$ cat config.mk
export PLATFORM = sky130hd
export DESIGN_NAME = nasti_mover_arbiter
export DESIGN_NICKNAME = d
export VERILOG_FILES = /design/src/rtl/nasti_mover_pkg.sv /design/src/rtl/nasti_mover_arbiter_rr_arbiter.sv /design/src/rtl/nasti_mover_arbiter.sv
export SDC_FILE = /design/constraint.sdc
export NUM_CORES = 1
export LEC_CHECK = 0
export ABC_AREA = 1
export BUFFER_PORTS_ARGS = -buffer_cell sky130_fd_sc_hd__buf_2
export CORE_AREA = 2 2 378 380
export DETAILED_ROUTE_END_ITERATION = 10
export DIE_AREA = 0 0 380 382
export PLACE_DENSITY = 0.3
export SLEW_MARGIN = 20
export SYNTH_ARGS = -nofsm -noshare
export SYNTH_HDL_FRONTEND = slang
export SYNTH_SLANG_ARGS = --single-unit
$ cat constraint.sdc
create_clock -name aclk -period 8.3 [get_ports aclk]
set_input_delay 0.415 -clock aclk [delete_from_list [all_inputs] [get_ports aclk]]
set_output_delay 0.415 -clock aclk [all_outputs]
set_load 0.01 [all_outputs]
$ cat src/rtl/nasti_mover_pkg.sv
// Shared types for the NASTI data-mover command arbiter: descriptor layout,
// arbiter state encoding and an address alignment helper.
package nasti_mover_pkg;

  localparam int unsigned MV_ADDR_WIDTH = 64;

  typedef struct packed {
    logic [MV_ADDR_WIDTH-1:0] src;
    logic [MV_ADDR_WIDTH-1:0] dest;
    logic [MV_ADDR_WIDTH-1:0] len;
  } mv_desc_t;

  typedef enum logic [1:0] {
    IDLE,
    ISSUE,
    BUSY,
    RESP
  } arb_state_t;

  // True when the low 'shift' bits of addr are all zero.
  function automatic logic is_aligned(input logic [MV_ADDR_WIDTH-1:0] addr,
                                      input int unsigned shift);
    logic [MV_ADDR_WIDTH-1:0] mask;
    mask = (MV_ADDR_WIDTH'(1) << shift) - MV_ADDR_WIDTH'(1);
    return (addr & mask) == '0;
  endfunction

endpackage

$ cat src/rtl/nasti_mover_arbiter_rr_arbiter.sv
// Combinational round-robin arbiter: picks the first active request at or
// after the pointer, wrapping modulo NREQ. Output grant is one-hot or zero.
module rr_arbiter #(
  parameter int NREQ = 4
) (
  input  logic [NREQ-1:0]         req,
  input  logic [$clog2(NREQ)-1:0] ptr,
  output logic [NREQ-1:0]         grant,
  output logic                    grant_valid,
  output logic [$clog2(NREQ)-1:0] grant_idx
);

  localparam int IDX_W = $clog2(NREQ);

  // Scan from the pointer position and take the first requester found.
  always_comb begin
    logic [IDX_W-1:0] idx;
    grant       = '0;
    grant_valid = 1'b0;
    grant_idx   = '0;
    idx         = '0;
    for (int off = 0; off < NREQ; off++) begin
      idx = IDX_W'((int'(ptr) + off) % NREQ);
      if (!grant_valid && req[idx]) begin
        grant[idx]  = 1'b1;
        grant_valid = 1'b1;
        grant_idx   = idx;
      end
    end
  end

endmodule

$ cat src/rtl/nasti_mover_arbiter.sv
// Shares one nasti_data_mover command port among NREQ requesters. One
// descriptor is in flight at a time; descriptors the mover cannot run are
// answered with an error pulse instead of being forwarded.
module nasti_mover_arbiter
  import nasti_mover_pkg::*;
#(
  parameter int NREQ       = 4,
  parameter int ADDR_WIDTH = MV_ADDR_WIDTH,
  parameter int DATA_WIDTH = 64
) (
  input  logic                       aclk,
  input  logic                       areset,
  input  logic [NREQ-1:0]            req_valid,
  output logic [NREQ-1:0]            req_ready,
  input  logic [NREQ*ADDR_WIDTH-1:0] req_src,
  input  logic [NREQ*ADDR_WIDTH-1:0] req_dest,
  input  logic [NREQ*ADDR_WIDTH-1:0] req_len,
  output logic [NREQ-1:0]            resp_valid,
  output logic                       resp_err,
  output logic [ADDR_WIDTH-1:0]      mv_src,
  output logic [ADDR_WIDTH-1:0]      mv_dest,
  output logic [ADDR_WIDTH-1:0]      mv_len,
  output logic                       mv_valid,
  input  logic                       mv_ready,
  output logic                       busy,
  output logic [$clog2(NREQ)-1:0]    owner
);

  localparam int          IDX_W      = $clog2(NREQ);
  localparam int unsigned ADDR_SHIFT = $clog2(DATA_WIDTH / 8);
  localparam logic [IDX_W-1:0] LAST_IDX = IDX_W'(NREQ - 1);

  arb_state_t       state_q, state_d;
  logic [IDX_W-1:0] rr_ptr_q, rr_ptr_d;
  logic [IDX_W-1:0] owner_q, owner_d;
  mv_desc_t         desc_q, desc_d;
  logic             err_q, err_d;
  logic             seen_low_q, seen_low_d;
  logic             mv_valid_q, mv_valid_d;

  logic [NREQ-1:0]  grant;
  logic             grant_valid;
  logic [IDX_W-1:0] grant_idx;
  mv_desc_t         req_desc_arr [NREQ];
  mv_desc_t         req_desc;
  logic             req_bad;

  rr_arbiter #(
    .NREQ(NREQ)
  ) u_rr_arbiter (
    .req        (req_valid),
    .ptr        (rr_ptr_q),
    .grant      (grant),
    .grant_valid(grant_valid),
    .grant_idx  (grant_idx)
  );

  for (genvar i = 0; i < NREQ; i++) begin : g_unpack
    assign req_desc_arr[i].src  = req_src [i*ADDR_WIDTH +: ADDR_WIDTH];
    assign req_desc_arr[i].dest = req_dest[i*ADDR_WIDTH +: ADDR_WIDTH];
    assign req_desc_arr[i].len  = req_len [i*ADDR_WIDTH +: ADDR_WIDTH];
  end

  // Pick the granted descriptor and decide whether the mover can execute it.
  always_comb begin
    req_desc = req_desc_arr[grant_idx];
    req_bad  = !is_aligned(req_desc.src,  ADDR_SHIFT) ||
               !is_aligned(req_desc.dest, ADDR_SHIFT) ||
               !is_aligned(req_desc.len,  ADDR_SHIFT) ||
               (req_desc.len == '0);
  end

  // State and datapath registers; reset abandons any descriptor in flight.
  always_ff @(posedge aclk or posedge areset) begin
    if (areset) begin
      state_q    <= IDLE;
      rr_ptr_q   <= '0;
      owner_q    <= '0;
      desc_q     <= '0;
      err_q      <= 1'b0;
      seen_low_q <= 1'b0;
      mv_valid_q <= 1'b0;
    end else begin
      state_q    <= state_d;
      rr_ptr_q   <= rr_ptr_d;
      owner_q    <= owner_d;
      desc_q     <= desc_d;
      err_q      <= err_d;
      seen_low_q <= seen_low_d;
      mv_valid_q <= mv_valid_d;
    end
  end

  // Next-state logic: accept, issue, wait for the mover's ready low-then-high.
  always_comb begin
    state_d    = state_q;
    rr_ptr_d   = rr_ptr_q;
    owner_d    = owner_q;
    desc_d     = desc_q;
    err_d      = err_q;
    seen_low_d = seen_low_q;
    case (state_q)
      IDLE: begin
        if (grant_valid) begin
          desc_d  = req_desc;
          owner_d = grant_idx;
          err_d   = req_bad;
          state_d = req_bad ? RESP : ISSUE;
        end
      end
      ISSUE: begin
        if (mv_valid_q && mv_ready) begin
          seen_low_d = 1'b0;
          state_d    = BUSY;
        end
      end
      BUSY: begin
        if (!mv_ready) begin
          seen_low_d = 1'b1;
        end else if (seen_low_q) begin
          err_d   = 1'b0;
          state_d = RESP;
        end
      end
      RESP: begin
        rr_ptr_d = (owner_q == LAST_IDX) ? '0 : owner_q + 1'b1;
        state_d  = IDLE;
      end
      default: state_d = IDLE;
    endcase
    mv_valid_d = (state_d == ISSUE);
  end

  // Outputs decoded from the current state.
  always_comb begin
    req_ready  = (state_q == IDLE) ? grant : '0;
    resp_valid = '0;
    if (state_q == RESP) begin
      resp_valid[owner_q] = 1'b1;
    end
    resp_err = (state_q == RESP) && err_q;
    busy     = (state_q != IDLE);
  end

  assign mv_valid = mv_valid_q;
  assign mv_src   = desc_q.src;
  assign mv_dest  = desc_q.dest;
  assign mv_len   = desc_q.len;
  assign owner    = owner_q;

endmodule

Word-level counts from Yosys, hierarchy flattened
Cells that the tools add are included.
{"block": "totals", "elab_cells": 117, "in_bits": 775, "output_inout_bits": 205, "reg_bits": 201}
{"block": "classes", "add_sub_neg": 4, "eq_ne": 10, "magnitude_cmp": 11, "mux": 49, "n_reduce_logical": 30, "n_bitwise": 4}
{"op": "$bmux 192 s2", "count": 1}
{"op": "$mux 192", "count": 2}
{"op": "$logic_not 64->1", "count": 4}
{"op": "$mux 4", "count": 6}
{"op": "$mux 2", "count": 10}
{"op": "$mux 1", "count": 18}
{"op": "$lt 2x3->1 const B", "count": 5}
{"op": "$or 4x4->4", "count": 3}
{"op": "$demux 1 s2", "count": 5}
{"op": "$ge 2x1->1 const B", "count": 5}
{"op": "$logic_and 1x1->1", "count": 10}
{"op": "$ne 2x2->1 const B", "count": 5}
{"op": "$bmux 1 s2", "count": 4}
{"op": "$pmux 2 s4", "count": 1}
{"op": "$eq 2x2->1 const B", "count": 3}
{"op": "$logic_not 1->1", "count": 6}
{"op": "$reduce_bool 2->1", "count": 3}
{"op": "$add 2x1->2 const B", "count": 2}
{"op": "$add 2x2->2 const B", "count": 2}
{"op": "$eq 2x1->1 const B", "count": 2}
{"op": "$pmux 1 s2", "count": 2}
{"op": "$reduce_and 4->1", "count": 1}
{"op": "$ge 3x3->1 const B", "count": 1}
{"op": "$logic_or 1x1->1", "count": 3}
{"op": "4 further kinds", "count": 4}

Logic depth before layout (Yosys ltp)
Gate-level depths: netlist of the first run.
{"block": "depth", "word_depth": 25, "ltp_mapped": 25, "depth_no_buf": 23}

Cells and area by module
A second synthesis of the first run with hierarchy kept.
{"block": "unflattened", "hier_cells": 2172, "area_unflattened_um2": 13688.1}
{"mod": "nasti_mover_arbiter", "seq_area_each_um2": 5029.8, "n_inst": 1, "cells_each": 2098, "area_each_um2": 13247.7}
{"mod": "rr_arbiter", "seq_area_each_um2": 0.0, "n_inst": 1, "cells_each": 74, "area_each_um2": 440.4}

Worst setup path after synthesis of the first run
No wires, ideal clock.
{"block": "synth_path", "path_kind": "register to register", "startpoint": "register rr_ptr_q[0]", "endpoint": "register mv_valid_q (netlist: mv_valid)", "arrival_time_ps": 2715, "required_ps": 8173, "synth_period_minus_slack_ps": 2841, "path_stages_with_launch": 24, "slack_ps": 5459, "cell_sequence": "dfrtp_1 > buf_6 > inv_6 > ha_1 > inv_2 > nand3_2 > nand2_4 > a21oi_2 > nand2_2 > buf_4 > buf_2 > nand3b_1 > nand3_1 > nand2_1 > nor2_1 > nand2_1 > nor2_1 > nand2_1 > nor2_1 > nand2_1 > nand2_1 > nand2_1 > nand2_1 > nor2_2"}
{"block": "synth_between", "elab_chain_len": 25, "word_cells_on_any_way": 43, "classes_between": "add/sub: 3; eq/ne: 1; mux: 22; bitwise: 1; reduce/logical: 16"}
{"item": "from (decl)", "line_no": "nasti_mover_arbiter.sv:34", "text": "logic [IDX_W-1:0] rr_ptr_q, rr_ptr_d;"}
{"item": "from (signal assigned)", "line_no": "nasti_mover_arbiter.sv:85", "text": "rr_ptr_q <= rr_ptr_d;"}
{"item": "parallel branches: the longest is 22 deep, another holds $add 2x1->2"}
{"item": "$mux 2 (*)", "line_no": "nasti_mover_arbiter.sv:104", "text": "if (grant_valid) begin"}
{"item": "$pmux 2 s4 (*)", "line_no": "nasti_mover_arbiter.sv:102", "text": "case (state_q)"}
{"item": "via state_d[1]", "line_no": "nasti_mover_arbiter.sv:33", "text": "arb_state_t state_q, state_d;"}
{"item": "$eq 2x1->1 (*)", "line_no": "nasti_mover_arbiter.sv:131", "text": "mv_valid_d = (state_d == ISSUE);"}
{"item": "via mv_valid_d", "line_no": "nasti_mover_arbiter.sv:39", "text": "logic mv_valid_q, mv_valid_d;"}
{"item": "to (signal assigned)", "line_no": "nasti_mover_arbiter.sv:90", "text": "mv_valid_q <= mv_valid_d;"}
{"item": "to (decl)", "line_no": "nasti_mover_arbiter.sv:39"}
Mark *: on every way through the listed nets, which the timed path passes. The select of a mux whose other input is x is not followed.
A chain may end at the register's enable or synchronous reset.

Worst setup path in the final report of the first run
Same ends and word-level chain as after synthesis.

==> summary.md, run 1 <==
| Metric | Value |
|---|---|
| Syn_nets | slightly above 3k |
| GPL Wtd Cong | 0.851 |
| Max Cap Viol | 0 |
| Post-synthesis instance total | 2310 |
| Bufs and invs on worst path | 3 |
| CTS tree | done |
| Final Cycle Share | between 60% and 70% |
| Setup ws final | 2.49 ns |
| Main synth FF type | dfrtp_1 |
| VDD IR max | about 340 uV |
| Area growth from synthesis to layout | 51.8% |
| Buffers added on ports | about 980 |
| Final Skew | ~0.019 ns |
| Register bit total from synthesis | around 200 |
| Largest net degree at the start of global routing | about 190 |
| Core area | 0.141 mm^2 |
| Rel. slew slack | between 10% and 20% |
| Die H | between 300 and 400 um |
| Initial core utilization | between 10% and 20% |
| EDFF count, synth | 0 |
| Worst-Margin Slew | approximately 1.3 ns |
| Die ar. | roughly 0.15 mm^2 |
| CTS root buf | clkbuf_16 |
| Clk Latency, worst-skew pair | 0.58 ns |
| Syn Area/Cell | around 6.5 um^2 |
| Final setup TNS | 0 ns |
| Share of cells above drive strength 1 | about a third |
| Worst min-delay path category | primary input to flop |
| Max Clk Rate | 172 MHz |
| Clock tree buffer depth | 3 |
| Post-placement setup slack | about 2.5 ns |
| Synth cell types | 37 |
| Nets | 3953 |
| Crit path max fanout | between 90 and 100 |
| Die width | around 380 um |
| Async SR Flop Fraction | 100% |
| Cell taking the most area after synthesis | dfrtp_1 |
| Final setup vio count | 0 |
| Final Hold Vio Count | 0 |
| CP Class | flop to flop |
| Initial DRT Pass Iterations | 5 |
| Cell area after synthesis | 0.0149 mm^2 |
| Most used cell, CP | nand2_1 |
| Max stage delay cell, worst path | dfrtp_1 |
| Post-route antenna net violation count | 0 |
| LEAKAGE | approximately 0.011 uW |
| GRT Overall Usage | 13.9% |
| Crit-path max cell delay | approximately 0.79 ns |
| Crit-path cells | inv_6 -> ha_1 -> inv_2 -> nand3_2 -> nand2_4 -> nor2_4 -> nor2_4 -> nand2_4 -> nand2_8 -> buf_4 -> a21oi_1 -> o21ai_1 -> nand2_1 -> nor2_1 -> nand4_1 -> nor2_1 -> nand2_1 -> nand2_1 -> nand2_1 -> nor2_2 |
| Worst Path Arrival | between 6 and 7 ns |
| Family with the most delay on the worst path | simple AND/OR/NAND/NOR gates |
| RSZ-0062 raised after global routing | false |
| Ports | 980 |
| Min Tclk post-route | ~5.8 ns |
| Final Max Tran Viols | 0 |
| First-pass GRT wire length | approximately 150000 um |
| Htree depth | 2 |
| Status | complete, no violations |
| Initial antenna violation count | 63 |
| Post-synthesis sequential area ratio | roughly 34% |
| Synth area leaders | dfrtp_1 34%, nor2_1 18%, nand2_1 7.3%, a31oi_1 7.2%, o21ai_0 7.0% |
| Iteration-0 DRC count of the detailed router | slightly below 1k |
| Crit path required time | slightly below 9 ns |
| Most numerous cell in the Yosys netlist | nor2_1 |
| Remaining DRCs | 0 |
| Via count | approximately 19k |
| Total CTS buffers | 35 |
| Vias in the first global route | 19.8k |
| Crit. End Element | flop |
| Worst-path clk slew | 0.06 ns |
| Power density over cell area | between 500 and 600 mW/mm^2 |
| Post-CTS setup repair buffer count | 0 |
| Synth top cells by count | 699 x nor2_1, 292 x nand2_1, 208 x o21ai_0 |
| Rows | ~140 |
| Avg Vias per Cell | around 3.8 |
| Synth warnings | 0 |
| Post-synth top area share | between 30% and 40% |
| Post-DP HPWL | around 82000 um |
| Per-cell routed wire length | roughly 21 um |
| Detailed Route WL | between 100000 and 150000 um |
| Clk sinks | approximately 200 |
| Gr ovfl total | 0 |
| Layout filler cell count | about 17k |
| Crit path launch type | flop |
## final cells by class
class                           instances  area [um^2]  share of cell area, %
Multi-Input combinational cell       1759         8280                   36.6
Timing Repair Buffer                 1001         5120                   22.6
Sequential cell                       201         5030                   22.2
Tap cell                             1890         2360                   10.4
Clock buffer                           54         1070                   4.72
Inverter                              170          666                   2.94
Clock inverter                          7         77.6                  0.342
Antenna cell                           18         45.0                  0.199
## worst paths after layout
check | end | slack [ns] | from | depth (start not counted)
min in group asynchronous | mv_src[12] | 0.41 | areset | 3
max | mv_valid | 2.49 | rr_ptr_q[0] | 20
min reg2reg | mv_src[28] | 0.48 | mv_src[28] | 2
min | seen_low_q | 0.09 | mv_ready | 2
max in group asynchronous | mv_src[32] | 6.68 | areset | 4
max reg2reg | mv_valid | 2.49 | rr_ptr_q[0] | 20
## sequential cells by signal, indices dropped and copies added (netlist names)
register and count:
err_q 1, mv_dest 64, mv_len 64, mv_src 64
mv_valid 1, owner 2, rr_ptr_q 2, seen_low_q 1
state_q 2
## cells by family after synthesis
kind of cell | Yosys count | synth area share [%]
AND/OR/NAND/NOR | 1259 | 36.2
adder cells (fa/ha/maj) | 10 | 0.838
buffers and inverters | 350 | 11.0
AO/OA/AOI/OAI | 490 | 18.3
flip-flops | 201 | 33.7
## where the power goes
part,total [uW],switching (uW),internal [uW]
Clock,1530,615,914
Combinational,8900,6310,2590
Sequential,1830,307,1520
## worst reg2reg max path, delay by kind of cell, from the launching register on
family | cells | cell delay, ns
buffers and inverters | 3 | 1.00
adders and majority gates | 1 | 0.43
and+or+nand+nor | 14 | 3.18
DFF | 1 | 0.79
AOI/OAI and AO/OA | 2 | 0.34
## per-layer routing
layer | global-route usage [%] | part of all wire [%]
met5 | 0 | 0.28
met4 | 5.17 | 3.2
met3 | 4.84 | 8.4
met2 | 23.2 | 48
met1 | 16.3 | 40
## cells in the final DEF (no fill, tap or decap), types with 2 or more instances in the layout
cell and n:
nor2_4 3, o22ai_1 15, buf_2 979, a31oi_1 171, nand3b_1 91, nand3_2 3, buf_12 4, o21ai_0 208
nand2_2 6, inv_1 164, clkinv_2 3, nand3_1 154, clkbuf_8 10, a22oi_1 2, o21ai_1 73, diode_2 18
nand2_4 6, a21oi_1 8, inv_6 2, a21oi_2 2, dfrtp_1 201, o21ai_2 3, nand4_1 4, o22a_1 5
inv_8 3, o31ai_1 2, inv_2 2, clkbuf_16 36, ha_1 10, nand2_1 290, clkbuf_1 8, buf_4 17
nor2_1 698
## stage by stage
step	cells	instance area, um^2	hold WS [ns]	utilization, %	power, uW
2_1_floorplan	2310	14900	0.473	-	7870
3_3_place_gp	5020	21400	0.462	15.2	11000
3_5_place_dp	5020	21400	0.468	15.2	11000
4_1_cts	5082	22600	0.0219	16.0	12600
5_1_grt	5095	22600	0.0563	16.1	13600
6_report	5100	22700	0.0894	16.1	12300
## what timing repair did
action | 4_1_cts | 5_1_grt
gates resized for setup | 0 | 0
hold buffers | 1 | 0
endpoints found under the hold margin | 62 | 0
setup endpoints to repair | 0 | 0
Power figures use the tool's default switching activity.
==> inputs of run 2 (changes only) <==
--- a/config.mk
+++ b/config.mk
@@ -5,11 +5,11 @@
 export SDC_FILE = /design/constraint.sdc
 export NUM_CORES = 1
 export LEC_CHECK = 0
-export ABC_AREA = 1
+export ABC_AREA = 0
 export BUFFER_PORTS_ARGS = -buffer_cell sky130_fd_sc_hd__buf_2
-export CORE_AREA = 2 2 378 380
+export CORE_AREA = 2 2 380 382
 export DETAILED_ROUTE_END_ITERATION = 10
-export DIE_AREA = 0 0 380 382
+export DIE_AREA = 0 0 382 384
 export PLACE_DENSITY = 0.3
 export SLEW_MARGIN = 20
 export SYNTH_ARGS = -nofsm -noshare
==> constraint.sdc (replaced) <==
create_clock -name aclk -period 5.5 [get_ports aclk]
set_input_delay 0.275 -clock aclk [delete_from_list [all_inputs] [get_ports aclk]]
set_output_delay 0.275 -clock aclk [all_outputs]
set_load 0.01 [all_outputs]
==> run 2 against run 1 <==
  * Setup slack worse by 2.1 ns
  * Die area up 1.1%
  * Count of clock-buffer cells in the layout down 17
  * Highest routed layer unchanged
  * Worst hold slack worse by 0.031 ns
  * Critical endpoint is now mv_dest[56]
  * Register-to-register slack worse by 2.1 ns
==> summary.md, run 2 <==
| Metric | Value |
|---|---|
| CP Class | flop to flop |
| Avg Vias per Cell | around 3.5 |
| Max Clk Rate | roughly 200 MHz |
| Final Skew | roughly 0.023 ns |
| Ports | approximately 1000 |
| Worst-path clk slew | 0.06 ns |
| Via count | approximately 17k |
| Initial core utilization | a little under a tenth |
| Clk sinks | between 200 and 250 |
| Crit path required time | approximately 6 ns |
| Synth cell types | 46 |
| Largest net degree at the start of global routing | between 150 and 200 |
| Worst-Margin Slew | 0.951 ns |
| Cell area after synthesis | roughly 0.014 mm^2 |
| CTS tree | done |
| Post-CTS setup repair buffer count | 0 |
| Register bit total from synthesis | ~200 |
| Worst min-delay path category | primary input to flop |
| Metal3 WL | 6910 um |
| Max Cap Viol | 0 |
| Iteration-0 DRC count of the detailed router | around 660 |
| Share of cells above drive strength 1 | approximately two fifths |
| Final Hold Vio Count | 0 |
| Rows | ~140 |
| CTS resizes | 0 |
| Most numerous cell in the Yosys netlist | nand2_1 |
| Per-cell routed wire length | about 20 um |
| Die width | between 300 and 400 um |
| Synth Area in Simple Gates | approximately a third |
| Detailed Route WL | 95900 um |
| Crit path max fanout | about 120 |
| Rel. slew slack | 36.6% |
| Post-synthesis instance total | around 1.9k |
| Power, Total | ~16000 uW |
| Post-synth top area share | a little under two fifths |
| Synth area leaders | dfrtp_1 37%, nand2_1 26%, o21ai_0 8.6%, mux4_2 8.5%, nand3_1 4.6% |
| LEAKAGE | 0.0115 uW |
| Gr ovfl total | 0 |
| Cell taking the most area after synthesis | dfrtp_1 |
| Compound-cell area share of the yosys netlist | 11.1% |
| Post-route antenna net violation count | 0 |
| Final instance area | ~0.023 mm^2 |
| Initial DRT Pass Iterations | 4 |
| Vias in the first global route | 17.4k |
| Min Tclk post-route | between 5 and 6 ns |
| Final setup TNS | 0 ns |
| Most frequent cells in the layout | 979 x buf_2, 931 x nand2_1, 234 x o21ai_0, 201 x dfrtp_1, 131 x dlygate4sd3_1 |
| Final setup vio count | 0 |
| Met2 wire length | approximately 49000 um |
| Synth Area in Adders | less than 1% |
| Metal-1 WL | between 30000 and 40000 um |
| Final Max Tran Viols | 0 |
| Syn_nets | about 2.6k |
| Syn Area/Cell | 7.28 um^2 |
| Status | complete, no violations |
| Final Cycle Share | a little over 90% |
| Total CTS buffers | 31 |
| Die ar. | about 0.15 mm^2 |
| CTS root buf | clkbuf_16 |
| Dpl cell area | roughly 0.021 mm^2 |
| Htree depth | 1 |
| Core area | around 0.14 mm^2 |
| Area growth from synthesis to layout | 70.3% |
| Post-synthesis xor/xnor area fraction | 0% |
| Combinational family with the most area after synthesis | simple AND/OR/NAND/NOR gates |
| Synth top cells by count | 931 x nand2_1, 234 x o21ai_0, 201 x dfrtp_1 |
| Power density over cell area | roughly 700 mW/mm^2 |
| Crit. End Element | flop |
| Async SR Flop Fraction | 100% |
| Die H | between 300 and 400 um |
| Cts hold-fix bufs | between 100 and 150 |
| GPL Wtd Cong | around 0.87 |
| First-pass GRT wire length | 131000 um |
| RSZ-0062 raised after global routing | false |
| Synth warnings | 0 |
| Remaining DRCs | 0 |
| Clock tree buffer depth | 3 |
| EDFF count, synth | 0 |
| DR top layer | met5 |
| Clk Latency, worst-skew pair | around 0.63 ns |
| Initial antenna violation count | 25 |
| VDD IR max | 470 uV |
| Worst Path Arrival | 5.60 ns |
| Layout Utilization | approximately 16% |
| Post-synthesis mux area share | 13.5% |
| Post-DP HPWL | roughly 80000 um |
| Nets | 3679 |
| Post-synthesis sequential area ratio | between 30% and 40% |
| Crit path launch type | flop |
| Buffers added on ports | a little under 1k |
| Most common cell after layout, fill and taps aside | buf_2 |
| GRT Overall Usage | approximately 12% |
| Main synth FF type | dfrtp_1 |
## run 2: cell types whose count changed in the layout (fill, tap and decap cells not counted), sizes merged, moves of 27 or more
cell,delta
nor2,-686
nand2,+628
a31oi,-169
inv,-166
dlygate4sd3,+130
nand3b,-91
mux4,+61
nand3,-34
mux2i,+27
## run 2: logic make-up after synthesis
family / count (synthesis)
buffers and inverters: 155
flip-flops: 201
AO/OA/AOI/OAI: 287
AND/OR/NAND/NOR: 1107
adder cells (fa/ha/maj): 10
multiplexers: 101
## run 2: worst paths after layout
kind / depth (start not counted) / end / from / slack (ns)
setup reg to reg: 13 / mv_dest[56] / rr_ptr_q[1] / 0.38
setup / recovery: 13 / mv_dest[56] / rr_ptr_q[1] / 0.38
min in group asynchronous: 3 / mv_len[13] / areset / 0.25
hold reg to reg: 2 / mv_len[28] / mv_len[28] / 0.47
max in group asynchronous: 4 / mv_dest[42] / areset / 4.18
hold / removal: 5 / mv_src[7] / req_src[199] / 0.06
## run 2: final cells by class
| class | count | area [um^2] |
|---|---|---|
| clock buffers | 37 | 828 |
| diodes | 10 | 25.0 |
| fillers | 16600 | 120000 |
| well taps | 1903 | 2380 |
| multi-input cells | 1505 | 7930 |
| inverters | 6 | 26.3 |
| clock inverters | 19 | 230 |
| repair buffers | 1149 | 6630 |
| flip-flops and latches | 201 | 5030 |
## run 2: per-stage QoR
step	hold slack, ns	cells	setup slack (ns)
CTS	0.000501	4820	0.361
finish	0.0581	4830	0.379
floorplan	0.437	1861	1.22
detailed placement	0.326	4633	0.389
global route	0.0430	4826	0.0991
global placement	0.328	4633	0.416
## run 2: power by group
part / total (uW) / internal (uW) / leakage, uW / switching [uW]
registers: 2690 / 2260 / 0.00247 / 426
logic: 10900 / 4130 / 0.00853 / 6780
clock network: 2150 / 1290 / 0.000518 / 852
total: 15700 / 7690 / 0.0115 / 8050
## run 2: critical path: stages (launching register included)
cell and delay, ns:
dfrtp_1 0.51, inv_1 0.16, ha_1 0.46, mux4_2 0.43
o211a_1 0.20, o31ai_4 0.30, buf_12 0.27, buf_12 0.34
buf_4 0.58, nand3_1 0.14, dlygate4sd3_1 0.59, o21ai_0 0.08
dlygate4sd3_1 0.57, o21ai_1 0.06
## run 2: per-layer routing
metal  up-vias  track usage [%]
li1       8286                -
met1      8105             14.0
met2       629             22.9
met3        92             3.63
met4         6             3.14
met5         -                0
==> inputs of run 3 (changes only) <==
--- a/config.mk
+++ b/config.mk
@@ -10,7 +10,7 @@
 export CORE_AREA = 2 2 380 382
 export DETAILED_ROUTE_END_ITERATION = 10
 export DIE_AREA = 0 0 382 384
-export PLACE_DENSITY = 0.3
+export GPL_TIMING_DRIVEN = 0
 export SLEW_MARGIN = 20
 export SYNTH_ARGS = -nofsm -noshare
 export SYNTH_HDL_FRONTEND = slang
==> run 3 against run 2 <==
  * Wire length increased by 56%
  * First-iteration DRC count up 140%
  * Design area increased by 2.1%
  * Sequential power is 3% higher
  * Flip-flop and latch count is the same
  * Highest routed layer unchanged
  * Register-to-register slack worse by 0.13 ns
  * Count of clock-buffer cells in the layout is 3 higher
  * Clock skew decreased by 0.0047 ns
==> summary.md, run 3 (same netlist as run 2, synthesis figures left out) <==
| Metric | Value |
|---|---|
| RSZ-0062 raised after global routing | false |
| Layout filler cell count | approximately 16k |
| Final setup vio count | 0 |
| Nets | approximately 3.8k |
| DP Cell Count | about 4.8k |
| Buffers added on ports | 978 |
| Worst-path clk slew | roughly 0.060 ns |
| Status | complete, no violations |
| Worst min-delay path category | primary input to flop |
| Area growth from synthesis to layout | 73.9% |
| VDD IR max | between 400 and 500 uV |
| Ports | 980 |
| Non-filler cells, final | 4955 |
| Die width | ~380 um |
| Min Tclk post-route | roughly 5.2 ns |
| Max Clk Rate | 191 MHz |
| Detailed Route WL | 150000 um |
| Power, Total | 19200 uW |
| Clk Latency, worst-skew pair | roughly 0.64 ns |
| Crit path max fanout | 10 |
| Initial antenna violation count | between 100 and 150 |
| LEAKAGE | 0.0117 uW |
| Dpl cell area | between 0.02 and 0.025 mm^2 |
| Iteration-0 DRC count of the detailed router | roughly 1.6k |
| Via count | just under 20k |
| GRT Overall Usage | roughly a fifth |
| CTS tree | done |
| GPL Wtd Cong | between 0.9 and 1 |
| Initial DRT Pass Iterations | 6 |
| Clk sinks | 201 |
| Power density over cell area | between 800 and 900 mW/mm^2 |
| Final Max Tran Viols | 0 |
| Final instance area | 0.0236 mm^2 |
| Final Skew | around 0.018 ns |
| Max Cap Viol | 0 |
| CP Class | flop to flop |
| Total CTS buffers | 31 |
| Initial core utilization | 9.49% |
| Post-DP HPWL | approximately 130000 um |
| Vias in the first global route | 18.7k |
| Worst Path Arrival | between 5 and 6 ns |
| Rows | ~140 |
| Area of the multi-input gates | around 0.008 mm^2 |
| CTS root buf | clkbuf_16 |
| Seq. cell area | just over 0.005 mm^2 |
| Htree depth | 1 |
| Post-route antenna net violation count | 0 |
| Share of cells above drive strength 1 | roughly two fifths |
| Core area | roughly 0.14 mm^2 |
| Clock tree buffer depth | 3 |
| Die ar. | about 0.15 mm^2 |
| Most frequent cells in the layout | 985 x buf_2, 931 x nand2_1, 220 x o21ai_0, 200 x dfrtp_1, 121 x nand3_1 |
| Most common cell after layout, fill and taps aside | buf_2 |
| Final setup TNS | 0 ns |
| Remaining DRCs | 0 |
| First-pass GRT wire length | about 190000 um |
| Crit. End Element | flop |
| Final Cycle Share | 95.4% |
| Gr ovfl total | 0 |
| Crit path required time | approximately 6 ns |
| Crit path launch type | flop |
| Die H | between 300 and 400 um |
| Final Hold Vio Count | 0 |
| Per-cell routed wire length | about 30 um |
| Largest net degree at the start of global routing | 30 |
| Worst-Margin Slew | between 1 and 1.5 ns |
| Avg Vias per Cell | ~4 |
| Rel. slew slack | about a quarter |
run 3: cell types whose count changed in the layout (fill, tap and decap cells not counted), moves of 12 or more:
cell and change:
buf_4 -17, o21ai_0 -14, clkbuf_2 +26, dlygate4sd3_1 -31, clkbuf_1 +80, o21ai_1 +12, diode_2 +29
run 3: layout make-up:
class / instances / share of cell area [%]
Clock inverter: 18 / 1.19
Clock buffer: 40 / 3.56
Sequential cell: 201 / 21.4
Multi-Input combinational cell: 1505 / 33.8
Inverter: 6 / 0.112
Antenna cell: 39 / 0.414
Buffer: 148 / 3.20
Tap cell: 1903 / 10.1
Timing Repair Buffer: 1095 / 26.2
run 3: what timing repair did:
item | 4_1_cts | 5_1_grt
hold endpoints to repair | 77 | 0
pin swaps | 3 | 1
resized for setup | 60 | 14
buffers inserted | 2 | 0
setup endpoints to repair | 131 | 24
hold buffers | 100 | 0
run 3: final timing paths:
path	endpoint	slack, ns	cells past startpoint	start
max	mv_valid	0.25	12	rr_ptr_q[0]
min	mv_dest[6]	0.05	5	req_dest[70]
max reg2reg	mv_valid	0.25	12	rr_ptr_q[0]
min reg2reg	mv_len[10]	0.47	2	mv_len[10]
max in group asynchronous	mv_dest[41]	3.89	7	areset
min in group asynchronous	mv_src[61]	0.26	3	areset
run 3: routing by layer:
metal  GRT usage [%]  wire (um)  vias to the layer above
li1                -          -                     8525
met1            23.2      58800                     9412
met2            32.7      70800                     1229
met3            5.80      12900                      342
met4            8.60       7310                       44
met5               0        289                        -
run 3: worst max-delay path, stage by stage, from the launching register on:
cell,delay (ns)
dfrtp_2,0.51
buf_6,0.19
inv_1,0.08
ha_1,0.45
mux4_2,0.43
o211a_1,0.19
o31ai_4,0.41
clkbuf_1,0.66
mux4_2,0.48
nor4_1,0.61
nand4_1,0.20
or4_4,0.63
a32o_1,0.27
run 3: per-stage QoR:
stage	util [%]	hold slack, ns	setup WS [ns]
6_report	16.5	0.0455	0.252
5_1_grt	16.5	0.0357	0.00664
4_1_cts	16.4	0.0000883	0.0158
3_5_place_dp	14.8	0.376	-2.11
3_3_place_gp	14.6	0.454	-2.68
2_1_floorplan	-	0.437	1.22
run 3: where the power goes:
group,leakage (uW),internal [uW],switching [uW]
clock network,0.000542,1370,911
logic,0.00872,4170,9980
registers,0.00246,2260,510
total,0.0117,7800,11400
